===== src/rtl/pc_pkg.sv =====
// Shared types for the program-counter sequencer.
package pc_pkg;

  // PC operation encodings; any code not listed here behaves as PcopSeq.
  typedef enum logic [3:0] {
    PcopSeq  = 4'b0000,
    PcopBz   = 4'b0100,
    PcopBnz  = 4'b0101,
    PcopBc   = 4'b0110,
    PcopBnc  = 4'b0111,
    PcopJmp  = 4'b1000,
    PcopJsb  = 4'b1001,
    PcopRet  = 4'b1010,
    PcopReti = 4'b1100
  } pcop_e;

  // Sequencer mode: normal execution or interrupt service.
  typedef enum logic [0:0] {
    StRun = 1'b0,
    StIsr = 1'b1
  } state_e;

endpackage


===== src/rtl/ret_stack.sv =====
// Return-address stack with a registered occupancy pointer.
// Push on full and pop on empty are ignored; the caller flags them.
module ret_stack #(
  parameter int unsigned WIDTH = 12,
  parameter int unsigned DEPTH = 8
) (
  input  logic             clk_i,
  input  logic             rst_ni,
  input  logic             push_i,
  input  logic             pop_i,
  input  logic [WIDTH-1:0] data_i,
  output logic [WIDTH-1:0] top_o,
  output logic             full_o,
  output logic             empty_o
);

  localparam int unsigned PW = $clog2(DEPTH + 1);
  localparam int unsigned IW = $clog2(DEPTH);

  logic [PW-1:0]    ptr_q;
  logic [WIDTH-1:0] mem_q [DEPTH];
  logic [PW-1:0]    top_idx;

  // Status and top-of-stack view derived from the registered pointer.
  always_comb begin
    full_o  = (ptr_q == PW'(DEPTH));
    empty_o = (ptr_q == '0);
    top_idx = ptr_q - PW'(1);
    top_o   = mem_q[top_idx[IW-1:0]];
  end

  // Storage and pointer update; reset discards every entry.
  always_ff @(posedge clk_i or negedge rst_ni) begin
    if (!rst_ni) begin
      ptr_q <= '0;
      for (int i = 0; i < int'(DEPTH); i++) begin
        mem_q[i] <= '0;
      end
    end else if (push_i && !full_o) begin
      mem_q[ptr_q[IW-1:0]] <= data_i;
      ptr_q                <= ptr_q + PW'(1);
    end else if (pop_i && !empty_o) begin
      ptr_q <= ptr_q - PW'(1);
    end
  end

endmodule


===== src/rtl/pc_sequencer.sv =====
// Program-counter sequencer: branches, jumps, call/return stack and a
// single-level interrupt with saved return PC.
module pc_sequencer
  import pc_pkg::*;
#(
  parameter int unsigned     PC_W        = 12,
  parameter int unsigned     OFF_W       = 8,
  parameter int unsigned     STACK_DEPTH = 8,
  parameter logic [PC_W-1:0] RESET_VEC   = '0,
  parameter logic [PC_W-1:0] INT_VEC     = 'h001
) (
  input  logic             clk_i,
  input  logic             rst_ni,
  input  logic             valid_i,
  input  logic [3:0]       pcop_i,
  input  logic             zero_i,
  input  logic             carry_i,
  input  logic [OFF_W-1:0] offset_i,
  input  logic [PC_W-1:0]  addr_i,
  input  logic             int_req_i,
  output logic [PC_W-1:0]  pc_o,
  output logic             in_isr_o,
  output logic             int_ack_o,
  output logic             stack_full_o,
  output logic             stack_empty_o,
  output logic             ovf_o,
  output logic             unf_o
);

  state_e          state_q, state_d;
  logic [PC_W-1:0] pc_q, pc_d;
  logic [PC_W-1:0] int_pc_q, int_pc_d;
  logic            int_ack_q, int_ack_d;
  logic            ovf_q, ovf_d;
  logic            unf_q, unf_d;

  pcop_e           op;
  logic [PC_W-1:0] pc_inc, pc_br, nxt, stack_top;
  logic            push, pop, take_int;

  assign op = pcop_e'(pcop_i);

  ret_stack #(
    .WIDTH(PC_W),
    .DEPTH(STACK_DEPTH)
  ) u_ret_stack (
    .clk_i  (clk_i),
    .rst_ni (rst_ni),
    .push_i (push),
    .pop_i  (pop),
    .data_i (pc_inc),
    .top_o  (stack_top),
    .full_o (stack_full_o),
    .empty_o(stack_empty_o)
  );

  // Next-PC selection, stack control, flag and FSM next-state.
  always_comb begin
    pc_inc    = pc_q + PC_W'(1);
    pc_br     = pc_q + {{(PC_W - OFF_W){offset_i[OFF_W-1]}}, offset_i};
    nxt       = pc_inc;
    push      = 1'b0;
    pop       = 1'b0;
    ovf_d     = ovf_q;
    unf_d     = unf_q;
    state_d   = state_q;
    int_pc_d  = int_pc_q;
    int_ack_d = 1'b0;
    pc_d      = pc_q;
    take_int  = 1'b0;

    unique case (op)
      PcopBz:  if (zero_i)   nxt = pc_br;
      PcopBnz: if (!zero_i)  nxt = pc_br;
      PcopBc:  if (carry_i)  nxt = pc_br;
      PcopBnc: if (!carry_i) nxt = pc_br;
      PcopJmp: nxt = addr_i;
      PcopJsb: begin
        nxt = addr_i;
        if (stack_full_o) ovf_d = valid_i ? 1'b1 : ovf_q;
        else              push  = valid_i;
      end
      PcopRet: begin
        if (stack_empty_o) begin
          unf_d = valid_i ? 1'b1 : unf_q;
        end else begin
          pop = valid_i;
          nxt = stack_top;
        end
      end
      PcopReti: begin
        // Outside service RETI is just a sequential step.
        if (state_q == StIsr) begin
          nxt = int_pc_q;
          if (valid_i) state_d = StRun;
        end
      end
      default: nxt = pc_inc;
    endcase

    if (valid_i) begin
      pc_d     = nxt;
      take_int = (state_q == StRun) && int_req_i;
      if (take_int) begin
        int_pc_d  = nxt;
        pc_d      = INT_VEC;
        state_d   = StIsr;
        int_ack_d = 1'b1;
      end
    end
  end

  // State, PC, saved interrupt PC and sticky flags.
  always_ff @(posedge clk_i or negedge rst_ni) begin
    if (!rst_ni) begin
      state_q   <= StRun;
      pc_q      <= RESET_VEC;
      int_pc_q  <= '0;
      int_ack_q <= 1'b0;
      ovf_q     <= 1'b0;
      unf_q     <= 1'b0;
    end else begin
      state_q   <= state_d;
      pc_q      <= pc_d;
      int_pc_q  <= int_pc_d;
      int_ack_q <= int_ack_d;
      ovf_q     <= ovf_d;
      unf_q     <= unf_d;
    end
  end

  assign pc_o      = pc_q;
  assign in_isr_o  = (state_q == StIsr);
  assign int_ack_o = int_ack_q;
  assign ovf_o     = ovf_q;
  assign unf_o     = unf_q;

endmodule


===== config.mk =====
export PLATFORM = sky130hd
export DESIGN_NAME = pc_sequencer
export DESIGN_NICKNAME = d
export VERILOG_FILES = /design/src/rtl/pc_pkg.sv /design/src/rtl/ret_stack.sv /design/src/rtl/pc_sequencer.sv
export SDC_FILE = /design/constraint.sdc
export NUM_CORES = 1
export LEC_CHECK = 0
export ABC_AREA = 1
export CORE_ASPECT_RATIO = 1.1
export CORE_UTILIZATION = 58
export DETAILED_ROUTE_END_ITERATION = 8
export PLACE_DENSITY = 0.78
export SYNTH_ARGS = -nofsm -noshare
export SYNTH_HDL_FRONTEND = slang
export SYNTH_SLANG_ARGS = --single-unit

===== constraint.sdc =====
create_clock -name clk_i -period 5.35 [get_ports clk_i]
set_input_delay 0.535 -clock clk_i [delete_from_list [all_inputs] [get_ports clk_i]]
set_output_delay 0.535 -clock clk_i [all_outputs]
set_load 0.05 [all_outputs]

Yosys cells after proc, flatten, opt, wreduce, memory -nomap -nowiden
Cells that the tools add are included.
{ "totals": {"output_inout_bits": 18, "regBits": 128, "elab_cells": 73} }
{ "classes": {"mux": 27, "n_lt_le_gt_ge": 3, "addsub": 4, "bitwise_logic": 3, "reduce_logical": 12, "n_eq_ne": 9} }
{ "ops": {"columns": ["cell", "n"], "rows": [
  ["$mux W12", 10],
  ["$bwmux W96", 1],
  ["$pmux W12 S7", 1],
  ["$bmux W12 S3", 1],
  ["$demux W12 S3", 1],
  ["$eq A4 B4 Y1 const B", 5],
  ["$eq A4 B3 Y1 const B", 4],
  ["$add A12 B1 Y12 const B", 1],
  ["$add A12 B12 Y12", 1],
  ["$mux W1", 11],
  ["$ge A4 B4 Y1 const B", 2],
  ["$mux W4", 2],
  ["$not A3 Y4", 2],
  ["$reduce_and A3 Y1", 2],
  ["$add A4 B1 Y4 const B", 1],
  ["$logic_and A1 B1 Y1", 4],
  ["$logic_not A4 Y1", 1],
  ["$lt A4 B1 Y1 const B", 1],
  ["$sub A4 B1 Y4 const B", 1],
  ["$logic_not A1 Y1", 2],
  ["$reduce_and A2 Y1", 1],
  ["$reduce_bool A2 Y1", 1],
  ["$reduce_or A2 Y1", 1],
  ["$not A1 Y1", 1]
]} }

Depth between registers and ports, before layout
{ "logic_depth": {"ltp_word": 8, "mapped_depth": 15} }

By module
Synthesis repeated with hierarchy kept, for this count alone.
{ "unflattened": {"hier_cells": 1101, "hier_area_um2": 8037.7} }
{ "modules_own_cells": {"columns": ["mod", "cells_per_inst", "instances", "seq_area_each_um2", "area_per_inst_um2"], "rows": [
  ["ret_stack", 585, 1, 2502.4, 5001.0],
  ["pc_sequencer", 516, 1, 700.7, 3036.7]
]} }

Worst setup path before layout
No wires, ideal clock.
{ "synth_path": {"path_kind": "register -> register", "startpoint": "reg u_ret_stack.ptr_q[0]", "endpoint": "reg pc_q[9], in the netlist pc_o[9]", "setup_time_ns": 0.118, "n_path_buf": 3, "arrival_time_ns": 2.294, "path_stages_with_launch": 15, "required_time_ns": 5.232, "path_slack_ns": 2.938, "cell_sequence": "dfrtp_1 > inv_2 > buf_2 > buf_2 > ha_1 > nand2_2 > nor2_2 > nor2_2 > buf_4 > a21oi_1 > nand2_1 > inv_1 > nand2_1 > nand2_1 > nand2_1"} }
{ "synth_between": {"elab_chain_len": 8, "elab_cells_between_ends": 9} }
{ "synth_rtl": {"columns": ["item", "line_no", "text"], "rows": [
  ["start: declaration", "ret_stack.sv:20", "logic [PW-1:0] ptr_q;"],
  ["start signal: assignment", "ret_stack.sv:41", "ptr_q <= ptr_q + PW'(1);"],
  ["start signal: assignment", "ret_stack.sv:43", "ptr_q <= ptr_q - PW'(1);"],
  ["$sub A4 B1 Y4", "ret_stack.sv:28", "top_idx = ptr_q - PW'(1);"],
  ["via u_ret_stack.top_idx[0]", "ret_stack.sv:22", "logic [PW-1:0] top_idx;"],
  ["$not A3 Y4 (not written as such)", "ret_stack.sv:29", "top_o = mem_q[top_idx[IW-1:0]];"],
  ["$bmux W12 S3", "ret_stack.sv:29", null],
  ["$mux W12 (not written as such) (2 in a row)", "ret_stack.sv:29", null],
  ["$mux W12", "pc_sequencer.sv:84", "if (stack_empty_o) begin"],
  ["$pmux W12 S7", "pc_sequencer.sv:72", "unique case (op)"],
  ["$mux W12", "pc_sequencer.sv:104", "if (take_int) begin"],
  ["end signal: assignment", "pc_sequencer.sv:124", "pc_q <= pc_d;"],
  ["end: declaration", "pc_sequencer.sv:31", "logic [PC_W-1:0] pc_q, pc_d;"]
]} }
The timed path passes the listed nets, and every way through them passes these cells. The select of a mux whose other input is x is not followed.
A chain may end at the register's enable or synchronous reset.

Final worst setup path
{ "layout_path": {"startpoint": "reg u_ret_stack.ptr_q[1]", "endpoint": "out stack_empty_o"} }
{ "layout_between": {"elab_chain_len": 1} }
{ "layout_rtl": {"columns": ["item", "line_no", "text"], "rows": [
  ["$logic_not A4 Y1", "ret_stack.sv:27", "empty_o = (ptr_q == '0);"],
  ["end: declaration", "pc_sequencer.sv:25", "output logic stack_empty_o,"]
]} }
No other way between the ends.

==> results.md <==
* Outcome: completed
* Number of fill cells at between 1000 and 1500
* CTS tree: yes
* Final non-filler cell total at ~1200
* Die W at about 110 µm
* Residual DRC at 0
* Pleak at between 4 and 5 nW
* CTS clk-pin slew, worst paths at about 0.060 ns
* RSZ-0062 raised after global routing: false
* Worst setup margin at between 2 and 2.5 ns
* Total Wirelength at 20.5 mm
* Grt ovf at 0
* Synth area leaders: dfrtp_1, nand2_1, o21ai_0
* Yosys top cell by area: dfrtp_1
* Initial drt markers at between 700 and 800
* Core Box Area at ~12000 µm²
* Rows at 42
* Skew-Pair Late Insertion Delay at between 0.4 and 0.5 ns
* Initial Utilization at 0.605
* Crit-path max FO at 6
* Number of global-route vias before repair at between 6000 and 7000
* Final hold vios at 0
* DP Cell Count at 1180
* Final setup TNS at 0 ns
* Setup CP Type: flop to output pin
* Slew @ Worst Pin at ~1.2 ns
* Initial antenna violation count at 0
* Syn avg cell area at slightly above 7 µm²
* CP endpoint kind: output pin
* ANT nets after route at 0
* Flops & latches, synth at 128
* Worst reg2reg setup slack at roughly 2.4 ns
* Post-route minimum period at between 3 and 4 ns
* CTS resizes at 0
* Area of the mapped netlist at 7380 µm²
* Post-DP Area at between 7000 and 8000 µm²
* Critical Path RT at slightly below 5 ns
* IO Count at 48
* Max VDD drop at approximately 0.00063 V
* Worst hold path class: primary input to asynchronous set/reset pin
* Finish-stage setup viols at 0
* R2R depth at 12
* Arr. time, crit path at about 2.5 ns
* Layout Nets at ~1100
* Pwr dens at 563 nW/µm²
* Largest net degree at the start of global routing at about 70
* CTS Buf Count at 17
* H-tree depth at 4
* Area share of the largest cell type after synthesis at 0.434
* Cell count after synthesis at slightly above 1000
* Yosys warnings at 0
* All-layer global routing usage at 0.335
* Design Area, Final at roughly 8500 µm²
* Die H at approximately 120 µm
* Slew HR at 0.229
* Post-synth cell types at 38
* Antenna Cells at 0
* Seq/Total Area, Yosys at 0.434
* Via count at around 7000
* First-pass GRT wire length at roughly 33 mm
* Vias per inst at 5.81
* Post-CTS Setup Bufs at 0
* Critical path launch point type: flop
* DRT Pass-1 Iters at 6
* Routed len/inst at about 17 µm
* CTS Root Cell: clkbuf_16
* Final period util at 0.563
* Placement Setup Slack at about 2.5 ns
* Area of the multi-input gates at between 3000 and 4000 µm²
* Layout cells sized above 1 at 0.0681
* Hpwl dp at approximately 14 mm
* Max-cap viol count at 0
* Fmax at roughly 0.33 GHz
* Design Power at between 4 and 5 mW
* Area delta synth->final at 14.6%
* Mapped Nets at between 1000 and 1500
* Placer Congestion at 0.933
* Register area at 3200 µm²
* Die area at 13200 µm²
* Sink Count at around 130
* Max Transition Viols Final at 0
* Fin Clk Skew at 0.00828 ns
* Port Buf Inserts at 47
* Clk buf depth at 2
* Hold_buf cts at 0
[final timing paths]
kind | startpoint | endpoint
max in group asynchronous | rst_ni | pc_o[11]
setup / recovery | u_ret_stack.ptr_q[1] | stack_empty_o
min in group clk_i | ovf_o | ovf_o
setup reg to reg | u_ret_stack.ptr_q[1] | pc_o[9]
hold / removal | rst_ni | u_ret_stack.mem_q[25]
hold reg to reg | ovf_o | ovf_o
[area by class of cell]
type	count	share of cell area
clock buffers	18	0.0507
clock inverters	14	0.0210
inverters	78	0.0349
multi-input cells	767	0.431
flip-flops and latches	128	0.379
well taps	154	0.0228
repair buffers	53	0.0606
[per-layer routing]
metal | global-route usage | vias to the layer above | wire length (µm)
met5 | 0 | - | 0
met4 | 0.161 | 0 | 776
met3 | 0.0668 | 60 | 1570
met2 | 0.511 | 300 | 9390
met1 | 0.458 | 3331 | 8750
li1 | - | 3349 | -
[synthesized netlist by cell type]
| cell | instances |
|---|---|
| o21bai_1 | 2 |
| buf_4 | 2 |
| nand2_4 | 3 |
| o21ai_2 | 6 |
| nor3_1 | 2 |
| nand2_2 | 3 |
| ha_1 | 14 |
| o211ai_1 | 13 |
| a31o_2 | 1 |
| nand3_4 | 1 |
| o221ai_1 | 1 |
| a21o_1 | 2 |
| o211ai_4 | 1 |
| nor2_8 | 1 |
| a21oi_1 | 19 |
| inv_1 | 68 |
| xor2_1 | 11 |
| o21ai_1 | 19 |
| nor2_2 | 4 |
| o22ai_1 | 5 |
| nand4_1 | 9 |
| xnor2_1 | 3 |
| nand3_1 | 82 |
| nor2_1 | 88 |
| inv_4 | 1 |
| o21ai_0 | 105 |
| buf_6 | 4 |
| fa_1 | 1 |
| clkbuf_1 | 10 |
| and2_0 | 1 |
| clkinv_1 | 1 |
| o31ai_1 | 1 |
| buf_2 | 27 |
| inv_2 | 8 |
| nor2_4 | 1 |
| nand2_1 | 365 |
| dfrtp_1 | 128 |
| nor3_4 | 3 |
[critical path, stage by stage, from the launching register on]
cell and delay [ns]:
dfrtp_1 0.47, inv_1 0.14, ha_1 0.22, nand2_2 0.11, nor2_2 0.25, clkdlybuf4s50_1 0.86
[cell families after synthesis]
logic type | synth area share
adders and majority gates | 0.0264
DFF | 0.434
buffers and inverters | 0.0715
AOI/OAI and AO/OA | 0.132
xor gates and xnor gates | 0.0166
and+or+nand+nor | 0.320
[registers in the layout, summed over array words and instances (netlist names)]
name / cells
u_ret_stack.mem_q: 96
int_pc_q: 12
pc_o: 12
u_ret_stack.ptr_q: 4
in_isr_o: 1
int_ack_o: 1
ovf_o: 1
unf_o: 1
[metrics by stage]
step	utilization	hold slack (ns)
2_1_floorplan	-	0.239
3_3_place_gp	0.644	0.451
3_5_place_dp	0.644	0.462
4_1_cts	0.694	0.250
5_1_grt	0.694	0.298
6_report	0.694	0.206
[layout by cell type, fill, tap and decap left out, drive strengths merged]
| master | instances |
|---|---|
| clkdlybuf4s50 | 46 |
| a21o | 2 |
| xor2 | 11 |
| clkinv | 5 |
| o211ai | 14 |
| o21ai | 130 |
| inv | 83 |
| xnor2 | 3 |
| nand4 | 9 |
| clkbuf | 18 |
| clkinvlp | 1 |
| nor3 | 5 |
| fa | 1 |
| and2 | 1 |
| nand3 | 83 |
| a31o | 1 |
| a21oi | 19 |
| o21bai | 2 |
| nor2 | 94 |
| ha | 14 |
| dfrtp | 128 |
| o221ai | 1 |
| buf | 7 |
| o31ai | 1 |
| nand2 | 371 |
| o22ai | 5 |
| bufinv | 3 |
[report_power, final]
part | internal (mW) | switching [mW]
Combinational | 0.652 | 1.49
Sequential | 1.20 | 0.210
Clock | 0.740 | 0.463
Note: power is estimated with default switching activity, not from simulation.
==> variant 1, RTL diff (config.mk and constraints unchanged) <==
Set the parameter `STACK_DEPTH` to 16 (it was 8).
--- a/src/rtl/pc_sequencer.sv
+++ b/src/rtl/pc_sequencer.sv
@@ -5,7 +5,7 @@
 #(
   parameter int unsigned     PC_W        = 12,
   parameter int unsigned     OFF_W       = 8,
-  parameter int unsigned     STACK_DEPTH = 8,
+  parameter int unsigned     STACK_DEPTH = 16,
   parameter logic [PC_W-1:0] RESET_VEC   = '0,
   parameter logic [PC_W-1:0] INT_VEC     = 'h001
 ) (
Behaviour: no difference found for any inputs over 4 cycles, from zero or initial values and one cycle with rst_ni low; that may be too few to reach the edited logic, so the function may still have changed.
==> variant 1 against the original RTL <==
  * Register-to-register slack worse by 0.53 ns
  * Highest routed layer unchanged
  * Wire length up 84%
  * Fmax shrank 17%
  * Area after synthesis up 75%
  * Utilization shrank 4.4 points
  * Power grew 55%
  * Hold slack worse by 0.12 ns
  * Critical endpoint unchanged
  * Die area is 73% higher
  * Non-clock buffer count up 5
  * Final area up 66%
  * Sequential cell count is 97 higher
  * Sequential share of layout area increased by 2.3 points
  * Setup slack got worse by 0.62 ns
==> variant 1: results (changes against the original RTL) <==
* Vias in the first global route at 10800 (+60%)
* Buffer share of cell area at 3.98% (-2.1 points)
* CTS buffer count at 24 (+7)
* Setup slack, reg-to-reg at 1.91 ns (-0.53 ns)
* Mapped Avg Cell Area at 7.66 um2 (+5.5%)
* Hpwl dp at 25000 um (+84%)
* Global Route met3 Usage at 4.30% (-2.4 points)
* P_seq at 0.00233 W (+65%)
* Leak at 6.69 nW (+62%)
* Slew HR at 6.83% (-16 points)
* Post-synth cell types at 45 (+18%)
* Fraction of standard cell area in multi-input logic at 44.0% (+0.90 points)
* Clock buffer count at 35 (+17)
* Multi-input combinational cell count at 1227 (+60%)
* Clk buf depth at 3 (+1)
* Rows at 56 (+33%)
* NetSw at 0.00342 W (+58%)
* VDD IR-drop max at 0.661 mV (+4.8%)
* Max reg flops at 192 (+100%)
* Sequential Power Share at 31.6% (+1.9 points)
* Clock share of power at 22.2% (-3.1 points)
* Routability congestion estimate at 0.968 (+3.8%)
* FFs & Latches at 225 (+76%)
* Detail Route met3 WL at 3120 um (+98%)
* Largest net degree at the start of global routing at 133 (+87%)
* Met2 Routed Length at 17500 um (+86%)
* Clk tree area frac at 5.38% (-1.8 points)
* H-tree levels at 1 (-3)
* Register area at 5630 um2 (+76%)
* Via count at 11600 (+65%)
* Non-clock buffer total of the final layout at 58 (+9.4%)
* Worst R2R End: pc_o[5]
* RR Startpoint: u_ret_stack.ptr_q[0]
* Met2 Usage GRT at 55.0% (+3.9 points)
* Non-clk invs at 141 (+81%)
* Outcome: complete, no violations
* Total GRT Usage at 34.3% (+0.72 points)
* Drt initial violations at 1212 (+72%)
* Seq/Total Area, Yosys at 43.7% (+0.30 points)
* Clk_skew at 0.0228 ns (+0.0145 ns)
* Arrival time at the worst endpoint at 3.10 ns (+0.62 ns)
* Met1 Resource Use GR at 46.7% (+0.98 points)
* Clock latency on the worst-skew pair at 0.55 ns (+0.12 ns)
* Area occupied by multi-input gates at 6180 um2 (+69%)
* First-pass GRT wire length at 59400 um (+78%)
* Min Hold Slack at 0.0866 ns (-0.119 ns)
* Non-Filler Instances at 1980 (+63%)
* Post-DP Area at 13300 um2 (+69%)
==> variant 1: cell count changes after synthesis, moves of 13 or more <==
| cell | unedited run | this run |
|---|---|---|
| nand2_1 | 365 | 543 |
| nand3_1 | 82 | 200 |
| dfrtp_1 | 128 | 225 |
| o21ai_1 | 19 | 76 |
| o21ai_2 | 6 | 54 |
| inv_1 | 68 | 115 |
| a21oi_1 | 19 | 55 |
| nor2_1 | 88 | 58 |
| clkbuf_1 | 10 | 26 |
| buf_6 | 4 | 19 |
| o21ai_0 | 105 | 120 |
| inv_2 | 8 | 21 |
==> variant 1: worst reg2reg max path, stage by stage, from the launching register on <==
cell     delay, ns
dfrtp_4       0.74
inv_2         0.08
ha_1          0.33
inv_2         0.76
buf_4         0.45
nand3_1       0.17
nand3_1       0.11
nand3_1       0.08
nand3_1       0.20
nand2_1       0.07
nor2_1        0.09
nand2_1       0.07
nand3_1       0.08
nand2_1       0.08
==> variant 1: worst max-delay path by stage <==
stage | to | slack [ns] | cells past startpoint | start
global placement | pc_o[5] | 2.07 | 13 | u_ret_stack.ptr_q[0]
floorplan | pc_o[8] | 3.05 | 15 | pc_o[0]
detailed placement | pc_o[5] | 2.03 | 13 | u_ret_stack.ptr_q[0]
global route | stack_empty_o | 1.64 | 5 | u_ret_stack.ptr_q[0]
CTS | stack_empty_o | 1.73 | 5 | u_ret_stack.ptr_q[0]
finish | stack_empty_o | 1.72 | 5 | u_ret_stack.ptr_q[0]
==> variant 1: cells by family (layout without fill, tap and decap cells) <==
logic type,after synthesis,count (layout),synth area share [%]
xor+xnor,13,13,1.29
fa+ha+maj,18,18,1.81
compound gates,327,327,14.7
buf+inv,229,238,8.40
simple gates,869,869,30.1
flops,225,225,43.7
==> variant 2, RTL diff (same flow settings) <==
Without the edit above. Register the input `offset_i` before use. The logic sees it one clock later. The other inputs are not delayed to match.
--- a/src/rtl/pc_sequencer.sv
+++ b/src/rtl/pc_sequencer.sv
@@ -26,6 +26,12 @@
   output logic             ovf_o,
   output logic             unf_o
 );
+
+  logic [OFF_W-1:0] offset_q;
+
+  always_ff @(posedge clk_i) begin
+    offset_q <= offset_i;
+  end
 
   state_e          state_q, state_d;
   logic [PC_W-1:0] pc_q, pc_d;
@@ -57,7 +63,7 @@
   // Next-PC selection, stack control, flag and FSM next-state.
   always_comb begin
     pc_inc    = pc_q + PC_W'(1);
-    pc_br     = pc_q + {{(PC_W - OFF_W){offset_i[OFF_W-1]}}, offset_i};
+    pc_br     = pc_q + {{(PC_W - OFF_W){offset_q[OFF_W-1]}}, offset_q};
     nxt       = pc_inc;
     push      = 1'b0;
     pop       = 1'b0;
Formal check against the unedited RTL: not equivalent (Yosys sat finds a counterexample within 4 cycles, from zero or initial values and one cycle with rst_ni low).
==> variant 2 against the original RTL <==
  * Final area grew 1.6%
  * Sequential share of layout area grew 1.3 points
  * Register-to-register slack lost 0.25 ns
  * Highest routed layer unchanged
  * Sequential cell count grew 8
  * Area after synthesis grew 1.6%
  * Power is essentially flat
  * Utilization shrank 1.1 points
  * Wire length grew 0.86%
  * Hold slack lost 0.029 ns
  * First-iteration DRC count grew 20%
  * Setup slack lost 0.40 ns
  * Critical endpoint is now stack_full_o
  * Largest power group unchanged
  * Clock power grew 5%
==> variant 2: results (changes against the original RTL) <==
* Outcome: complete, no violations
* Fillers at 1097 (+7.1%)
* Post-synth top cells: 332 x nand2_1, 131 x o21ai_0, 128 x dfrtp_1, 94 x nor2_1, 83 x nand3_1
* Hpwl dp at 13500 um (-0.78%)
* Routability congestion estimate at 0.942 (+0.93%)
* Drt initial violations at 843 (+20%)
* Initial Util at 59.6% (-0.99 points)
* Antenna cells at 0 (unchanged)
* Post-DP Area at 7980 um2 (+1.5%)
* Top routing layer in use: met4
* Clk_skew at 0.00853 ns (+0.000253 ns)
* Async SR Flop Fraction at 94.1% (-5.9 points)
* Seq/Total Area, Yosys at 44.9% (+1.5 points)
* Met2 Routed Length at 10200 um (+8.6%)
* Vias in the first global route at 6634 (-1.5%)
* Post-synth cell types at 35 (-7.9%)
* Slew @ Worst Pin at 0.921 ns (-0.235 ns)
* Total GRT Usage at 31.8% (-1.7 points)
* Met1 Resource Use GR at 39.5% (-6.2 points)
* Switching Fraction at 44.0% (-1.5 points)
* Largest net degree at the start of global routing at 70 (-1.4%)
* Largest fanout on the critical path at 44 (+38)
* Internal at 0.00267 W (+2.7%)
* Synth Instances at 1021 (+0.49%)
* Average wire per standard cell at 17.0 um (+0.36%)
* Layout cell share with drive strength beyond 1 at 6.69% (-0.11 points)
* Setup slack, reg-to-reg at 2.19 ns (-0.25 ns)
* Vias/cell at 5.77 (-0.70%)
* P_seq at 0.00147 W (+4%)
* Iteration count of the initial detailed-routing pass at 5 (-1)
* Global Route met3 Usage at 5.39% (-1.3 points)
* First-pass GRT wire length at 33000 um (-1.3%)
* Final worst path period share at 63.8% (+7.5 points)
* Met2 Usage GRT at 54.1% (+3.0 points)
* Largest cells by area after synthesis: dfrtp_1 43%, nand2_1 17%, o21ai_0 8.7%
* Min Hold Slack at 0.177 ns (-0.0286 ns)
* Leak at 4.21 nW (+1.7%)
* Detail Route met3 WL at 1390 um (-11%)
* Met1 WL at 8560 um (-2.1%)
* DP Worst Slack at 2.25 ns (-0.296 ns)
[variant 2: cell types whose count changed in the layout (fill, tap and decap cells not counted), sizes merged, moves of 2 or more]
cell	unedited run	this run
nand2	371	336
nor2	94	105
o21ai	130	141
dfxtp	0	8
inv	83	90
o211ai	14	19
o22ai	5	0
clkinv	5	8
xor2	11	8
buf	7	5
nand4	9	11
o21bai	2	0
[variant 2: worst max-delay path: stages, from the launching register on]
cell and delay, ns:
dfrtp_2 0.41, inv_2 0.55, ha_1 0.33, nand2_1 0.08
nor2_2 0.22, clkdlybuf4s50_1 0.86
[variant 2: path summary, 6_finish.rpt]
| path | start | end | depth (start not counted) |
|---|---|---|---|
| hold reg to reg | unf_o | unf_o | 1 |
| max in group asynchronous | rst_ni | int_pc_q[2] | 2 |
| hold / removal | rst_ni | u_ret_stack.mem_q[55] | 1 |
| setup / recovery | u_ret_stack.ptr_q[0] | stack_full_o | 5 |
| min in group clk_i | unf_o | unf_o | 1 |
| setup reg to reg | u_ret_stack.ptr_q[0] | int_pc_q[9] | 13 |
[variant 2: layout make-up]
class / instances / area (um2) / area share [%]
Multi-Input combinational cell: 754 / 3580 / 41.7
Sequential cell: 136 / 3360 / 39.1
Timing Repair Buffer: 51 / 498 / 5.79
Clock buffer: 17 / 425 / 4.95
Inverter: 88 / 333 / 3.87
Clock inverter: 15 / 200 / 2.33
Tap cell: 157 / 196 / 2.28
[variant 2: logic make-up after synthesis]
group                      after synthesis  synth area share [%]
AOI/OAI and AO/OA                      186                  13.8
adders and majority gates               15                  2.60
xor gates and xnor gates                11                  1.29
DFF                                    136                  44.9
buffers and inverters                  131                  7.34
and+or+nand+nor                        542                  30.2
